### src/rtl/hdmi_packet_pkg.sv
// Shared constants, types and the InfoFrame checksum helper for the HDMI data-island packet path.
package hdmi_packet_pkg;

    localparam int unsigned PACKET_BEATS     = 32;
    localparam int unsigned HEADER_DATA_BITS = 24;
    localparam int unsigned SUB_DATA_BITS    = 56;
    localparam logic [7:0]  BCH_POLY         = 8'h83;

    typedef logic [55:0] subpacket_t;
    typedef logic [23:0] header_t;

    typedef enum logic {
        IDLE,
        SEND
    } state_t;

    // PB0 value that makes HB0..HB2 + PB0..PB27 sum to zero modulo 256.
    function automatic logic [7:0] infoframe_checksum(input header_t hdr, input logic [3:0][55:0] sub);
        logic [7:0] sum;
        sum = hdr[7:0] + hdr[15:8] + hdr[23:16];
        for (int unsigned n = 1; n < 28; n++) begin
            sum = sum + sub[n / 7][8 * (n % 7) +: 8];
        end
        return 8'd0 - sum;
    endfunction

endpackage

### src/rtl/bch_ecc_step.sv
// Combinational BCH(1+x^6+x^7+x^8) update over STEPS data bits, data[0] consumed first.
module bch_ecc_step
    import hdmi_packet_pkg::*;
#(
    parameter int unsigned STEPS = 1
) (
    input  logic [7:0]       ecc_in,
    input  logic [STEPS-1:0] data,
    output logic [7:0]       ecc_out
);

    always_comb begin
        ecc_out = ecc_in;
        for (int unsigned i = 0; i < STEPS; i++) begin
            ecc_out = (ecc_out[0] ^ data[i]) ? ((ecc_out >> 1) ^ BCH_POLY) : (ecc_out >> 1);
        end
    end

endmodule

### src/rtl/data_island_packet_assembler.sv
// Serialises one HDMI data-island packet (header + 4 subpackets + BCH ECC) into 32 beats of 9 bits.
// Optional feature: DATA_ISLAND_INFOFRAME_CHECKSUM_EN replaces PB0 with the InfoFrame checksum when HB0[7]=1.
module data_island_packet_assembler
    import hdmi_packet_pkg::*;
#(
    parameter int unsigned ZERO_WHEN_IDLE = 1
) (
    input  logic             clk_pixel,
    input  logic             reset,
    input  logic             start,
    input  logic [23:0]      header,
    input  logic [3:0][55:0] sub,
    output logic [8:0]       packet_data,
    output logic             valid,
    output logic [4:0]       beat,
    output logic             last,
    output logic             overrun
);

    localparam logic [4:0] LAST_BEAT    = 5'(PACKET_BEATS - 1);
    localparam logic [4:0] HDR_ECC_BEAT = 5'(HEADER_DATA_BITS);
    localparam logic [4:0] SUB_ECC_BEAT = 5'(SUB_DATA_BITS / 2);

    state_t           state, state_n;
    header_t          hdr_q, hdr_n, src_hdr;
    logic [3:0][55:0] sub_q, sub_n, sub_in, src_sub;
    logic [7:0]       ecc_h, ecc_h_n, ecc_h_cur, ecc_h_step;
    logic [3:0][7:0]  ecc_s, ecc_s_n, ecc_s_cur, ecc_s_step;
    logic [4:0]       nb, beat_n;
    logic [3:0]       even_bits, odd_bits;
    logic [8:0]       data_n;
    logic             load, advance, hdr_bit, valid_n, last_n, overrun_n;

    always_comb begin
        sub_in = sub;
`ifdef DATA_ISLAND_INFOFRAME_CHECKSUM_EN
        if (header[7]) sub_in[0][7:0] = infoframe_checksum(header, sub);
`endif
    end

    // Registered outputs carry the beat being entered, so a load computes beat 0
    // straight from the inputs with zeroed ECC rather than from the latches.
    always_comb begin
        load      = start && (state == IDLE || beat == LAST_BEAT);
        advance   = (state == SEND) && (beat != LAST_BEAT);
        nb        = load ? 5'd0 : beat + 5'd1;
        src_hdr   = load ? header : hdr_q;
        src_sub   = load ? sub_in : sub_q;
        ecc_h_cur = load ? '0 : ecc_h;
        ecc_s_cur = load ? '0 : ecc_s;
        hdr_bit   = (nb < HDR_ECC_BEAT) ? src_hdr[nb] : 1'b0;
        for (int unsigned k = 0; k < 4; k++) begin
            even_bits[k] = (nb < SUB_ECC_BEAT) ? src_sub[k][{nb, 1'b0}] : 1'b0;
            odd_bits[k]  = (nb < SUB_ECC_BEAT) ? src_sub[k][{nb, 1'b1}] : 1'b0;
        end
    end

    bch_ecc_step #(.STEPS(1)) u_hdr_ecc (
        .ecc_in  (ecc_h_cur),
        .data    (hdr_bit),
        .ecc_out (ecc_h_step)
    );

    for (genvar k = 0; k < 4; k++) begin : g_sub_ecc
        bch_ecc_step #(.STEPS(2)) u_sub_ecc (
            .ecc_in  (ecc_s_cur[k]),
            .data    ({odd_bits[k], even_bits[k]}),
            .ecc_out (ecc_s_step[k])
        );
    end

    always_comb begin
        state_n   = state;
        hdr_n     = hdr_q;
        sub_n     = sub_q;
        ecc_h_n   = ecc_h;
        ecc_s_n   = ecc_s;
        beat_n    = '0;
        valid_n   = 1'b0;
        last_n    = 1'b0;
        data_n    = (ZERO_WHEN_IDLE != 0) ? '0 : packet_data;
        overrun_n = overrun || (start && advance);
        if (load || advance) begin
            state_n = SEND;
            beat_n  = nb;
            valid_n = 1'b1;
            last_n  = (nb == LAST_BEAT);
            if (load) begin
                hdr_n = header;
                sub_n = sub_in;
            end
            data_n[0] = (nb < HDR_ECC_BEAT) ? hdr_bit : ecc_h_cur[0];
            ecc_h_n   = (nb < HDR_ECC_BEAT) ? ecc_h_step : (ecc_h_cur >> 1);
            for (int unsigned k = 0; k < 4; k++) begin
                data_n[1 + k] = (nb < SUB_ECC_BEAT) ? even_bits[k] : ecc_s_cur[k][0];
                data_n[5 + k] = (nb < SUB_ECC_BEAT) ? odd_bits[k]  : ecc_s_cur[k][1];
                ecc_s_n[k]    = (nb < SUB_ECC_BEAT) ? ecc_s_step[k] : (ecc_s_cur[k] >> 2);
            end
        end else begin
            state_n = IDLE;
        end
    end

    always_ff @(posedge clk_pixel or posedge reset) begin
        if (reset) begin
            state       <= IDLE;
            hdr_q       <= '0;
            sub_q       <= '0;
            ecc_h       <= '0;
            ecc_s       <= '0;
            packet_data <= '0;
            valid       <= 1'b0;
            beat        <= '0;
            last        <= 1'b0;
            overrun     <= 1'b0;
        end else begin
            state       <= state_n;
            hdr_q       <= hdr_n;
            sub_q       <= sub_n;
            ecc_h       <= ecc_h_n;
            ecc_s       <= ecc_s_n;
            packet_data <= data_n;
            valid       <= valid_n;
            beat        <= beat_n;
            last        <= last_n;
            overrun     <= overrun_n;
        end
    end

endmodule

### config.mk
export PLATFORM = sky130hd
export DESIGN_NAME = data_island_packet_assembler
export DESIGN_NICKNAME = d
export VERILOG_FILES = /design/src/rtl/hdmi_packet_pkg.sv /design/src/rtl/bch_ecc_step.sv /design/src/rtl/data_island_packet_assembler.sv
export SDC_FILE = /design/constraint.sdc
export NUM_CORES = 1
export LEC_CHECK = 0
export BUFFER_PORTS_ARGS = -buffer_cell sky130_fd_sc_hd__buf_2
export CAP_MARGIN = 30
export CORE_MARGIN = 2
export CORE_UTILIZATION = 40
export DETAILED_ROUTE_END_ITERATION = 10
export GPL_ROUTABILITY_DRIVEN = 1
export SLEW_MARGIN = 10
export SYNTH_ARGS = -nofsm -noshare
export SYNTH_HDL_FRONTEND = slang
export SYNTH_HIERARCHICAL = 1
export SYNTH_SLANG_ARGS = --single-unit
### constraint.sdc
create_clock -name clk_pixel -period 13.74 [get_ports clk_pixel]
set_input_delay 0.687 -clock clk_pixel [delete_from_list [all_inputs] [get_ports clk_pixel]]
set_output_delay 0.687 -clock clk_pixel [all_outputs]
set_load 0.05 [all_outputs]
; ---- Yosys cells after proc, flatten, opt, wreduce, memory -nomap -nowiden
; Index checks and enable logic that the tools add are counted.
[word_totals]
register_bits = 305
in_bits = 251
output_inout_bits = 17
word_cells = 108
[op_classes]
addsub = 1
order_cmp = 5
eq_ne = 3
muxes = 59
n_bitwise = 19
n_reduce_logical = 6
[ops]
columns = operator, n
row1 = $mux 224, 1
row2 = $mux 8, 15
row3 = $bmux 1 s5, 9
row4 = $mux 32, 1
row5 = $mux 1, 29
row6 = $not 2->3, 9
row7 = $mux 24, 1
row8 = $lt 6x7->1 const B, 2
row9 = $eq 5x5->1 const B, 2
row10 = $lt 5x5->1 const B, 2
row11 = $mux 5, 2
row12 = $mux 9, 1
row13 = $xor 1x1->1, 9
row14 = $lt 5x6->1 const B, 1
row15 = $add 5x1->5 const B, 1
row16 = $ne 5x5->1 const B, 1
row17 = $logic_and 1x1->1, 3
row18 = $logic_or 1x1->1, 3
row19 = $not 1->1, 1

; ---- Depth between registers and ports, before layout
[logic_depth]
ltp_word = 12
mapped_depth = 16
mapped_depth_nobuf = 13

; ---- Cells and area by module
; Netlist, hierarchy kept.
[modules_own_cells]
columns = module, n_inst, cells_each, area_each_um2, seq_area_each_um2
row1 = data_island_packet_assembler, 1, 1638, 14584.0, 7632.3
row2 = bch_ecc_step at g_sub_ecc[0].u_sub_ecc ..., 4, 9, 95.1, 0.0
row3 = bch_ecc_step at u_hdr_ecc, 1, 8, 93.8, 0.0

; ---- Worst setup path before layout
; Ideal clock, no wire load.
[synth_timing]
path_type = reg-to-reg
start = register beat[0]
end = register ecc_s[17] (netlist bit)
setup_ns = 0.133
arrival_ns = 3.383
required_time_ns = 13.607
slack_ns = 10.224
path_stages_with_launch = 15
path_buffers = 1
period_less_slack_ns = 3.516
path_cell_list = dfrtp_1 ha_1 and3_1 ha_1 or2_2 clkbuf_1 nor2_1 a222oi_1 o2111ai_1 o211ai_1 inv_1 xor2_2 xnor3_1 mux2i_1 o21ai_0
[synth_lines]
columns = element, line_no
row1 = from (decl), data_island_packet_assembler.sv:15  ; output logic [4:0] beat,
row2 = from (signal assigned), data_island_packet_assembler.sv:124  ; beat <= beat_n;
row3 = to (signal assigned), data_island_packet_assembler.sv:121  ; ecc_s <= ecc_s_n;
row4 = to (decl), data_island_packet_assembler.sv:28  ; logic [3:0][7:0] ecc_s, ecc_s_n, ecc_s_cur, ecc_s_step;

==> impl_metrics.ini <==
[run_status]
status = finished clean

[clock_network]
clock-sinks = 305
ctsLongestPathBuffers = 3
cts_resized = 0
clock_latency_ns = 0.53
cts_tree = yes
cts_made_buffers = 36
clk_pin_slew_ns = 0.06
hold_buffers = 0
cts_setup_buffers = 0
root_buffer = clkbuf_16
htree_levels = 2

[place]
gp_congestion = 0.789
placed_area_sq_um = 16600
dp_hpwl_mm = 30.1
numPortBuffers = 267

[routing]
via_per_inst = 5.00
drt_iter0_markers = 754
wl_mm = 43.9
num_vias = 12098
dr.pass1.iters = 5
wl_per_cell_um = 18.2
ant_nets = 0
drc_errors = 0

[synthesis]
syn_area_sq_um = 15100
synth_top_area_share_pct = 50.7
synthCells = 1682
ys_types = 59
yosys_warnings = 6
ys_seq_area_share_pct = 50.7
synth_flop_cell = dfrtp_1
syn_avg_cell_area_sq_um = 8.95
synth_edf_count = 0
syn_nets = 1935
synth_area_leader_cell = dfrtp_1
yosysMostFrequentCell = nand2_1
async_reset_ff_share_pct = 100
ys_ff_latch = 305
ys_top_cells_by_count = nand2_1 (823), dfrtp_1 (305), mux2i_1 (66)
synthTopCellsByArea = dfrtp_1 (51%), nand2_1 (21%), mux2i_1 (4.4%), mux2_2 (3.3%), mux4_2 (2.5%)

[die]
rows = 71
die_area_sq_um = 39200
core_area_sq_um = 37400
die_h_um = 198
pin_count = 268
initial_core_util_pct = 40.3
die_width_um = 198

[power]
seqPwrFrac_pct = 31.1
comb_power_share_pct = 49.0
p_clk_share_pct = 19.8
power.density_nw_per_um2 = 286
switching_share_pct = 40.5
p_switching_uw = 2080
p_int_uw = 3060
p_leak_uw = 0.00909
ir_drop_mv = 0.118

[worst_setup_path]
cp-end-kind = flip-flop
slowest_stage = buf_4
cpMostUsedCell = buf_4
start_kind = flip-flop
cp_max_fo = 89
cp_slowest_stage_delay_ns = 0.69
critPathKind = reg -> reg
critPathArrivalTime_ns = 5.79
cp-startpoint = beat[0]
rr_startpoint = beat[0]
crit_required_ns = 14.11
cp_cell_sequence = ha_2, and3_1, ha_1, nand2b_2, nand2_4, buf_4, buf_4, buf_16, a211o_1, nand3b_1, o211ai_1, inv_1, xor2_2, xnor3_1, mux2i_1, o21ai_0

[timing]
hold_violations = 0
max_slew.worst_pin.slew_ns = 1.03
fin_crit_ns = 5.42
fmax_mhz = 184
maxSlewHeadroom_pct = 31.2
tns_ns = 0
finalCritPeriodShare_pct = 39.5
setup_violations = 0
rsz0062_at_grt = false
finClkSkew_ns = 0.0227
finalMaxSlewViolations = 0

[layout]
syn2layout_area_growth_pct = 19.3
finish.instance_area_sq_um = 18000
fill_cells = 3596
final_nets = 2134
layout.area.seq_sq_um = 7640
insertedDiodeCount = 0
multi_input_area_sq_um = 6760
drive_gt1_share_pct = 22.7

[job]
maxCapViolCount = 0

[global_route]
overflow = 0
met1_usage_pct = 31.7
met2_usage_pct = 36.0
grt_pass1_wl_mm = 68.4
busiest_layer = met2
grt_use_total_pct = 22.7
antenna_found_initial = 0
grt_max_degree = 179
grt_util_met3_pct = 3.92
grt_pass1_vias = 12207

[hold_path]
min_path_type = in -> async
[worst paths after layout]
path	end	slack, ns	depth (start not counted)
max reg2reg	ecc_s[1]	8.32	16
min reg2reg	sub_q[136]	0.47	2
min	hdr_q[4]	0.17	2
max in group asynchronous	packet_data[4]	11.80	4
max	ecc_s[1]	8.32	16
min in group clk_pixel	sub_q[127]	0.35	3
[power by group through the flow]
stage	combinational, uW	sequential (uW)	clock [uW]
floorplan	1880	1590	0
global placement	2450	1600	0
detailed placement	2510	1610	0
CTS	2520	1600	1040
global route	2770	1650	1080
finish	2520	1600	1020
[sequential cells by signal, indices dropped and copies added (netlist names)]
register     count
ecc_s           32
packet_data      9
sub_q          224
beat             5
last             1
ecc_h            8
state            1
hdr_q           24
overrun          1
[stage by stage]
step	hold slack, ns	setup WS [ns]	std cells	util (%)	total power [uW]
finish	0.171	8.32	2419	48.0	5140
floorplan	0.437	4.62	1682	-	3460
global placement	0.453	8.20	2348	44.3	4050
CTS	0.336	8.07	2416	47.8	5160
detailed placement	0.455	8.09	2351	44.4	4120
global route	0.214	7.97	2419	48.0	5500
[critical path: cells and delay by family, from the launching register on]
| kind | cells | cell delay [ns] |
|---|---|---|
| simple gates | 4 | 1.38 |
| fa+ha+maj | 2 | 0.49 |
| flops | 1 | 0.67 |
| xor+xnor | 2 | 0.56 |
| compound gates | 3 | 0.44 |
| buf+inv | 4 | 1.45 |
| mux | 1 | 0.12 |
[final cells by class]
| cell class | instances | share of cell area [%] |
|---|---|---|
| timing repair buffer | 289 | 8.81 |
| inverter | 13 | 0.313 |
| clock inverter | 8 | 0.864 |
| sequential | 305 | 42.5 |
| clock buffer | 57 | 6.30 |
| multi-input combinational | 1236 | 37.6 |
| tap | 511 | 3.56 |
[cell usage in the layout (no fill, tap or decap), drive strengths merged, types with 6 or more instances in the layout]
cell type,n
a2111oi,13
a211oi,8
a21oi,22
a222oi,6
a31oi,7
and2,42
buf,289
clkbuf,57
dfrtp,305
inv,13
mux2,44
mux2i,66
mux4,18
nand2,823
nand2b,8
nand3,7
nor2,11
nor2b,11
o2111ai,10
o211ai,13
o21ai,49
o22ai,9
xnor2,14
xor2,7
[metal layers]
metal	share of wire (%)	vias to the layer above
met2	46	364
met4	2.9	0
met5	0	-
met3	6.2	73
met1	45	5789
li1	-	5872
[logic make-up after synthesis]
group,after synthesis,share of synthesized area (%)
flip-flops,305,50.7
multiplexers,128,10.4
adder cells (fa/ha/maj),2,0.166
AO/OA/AOI/OAI,160,7.35
AND/OR/NAND/NOR,919,24.4
buffers and inverters,141,4.70
XOR/XNOR,27,2.33
(Power assumes the default switching activity.)
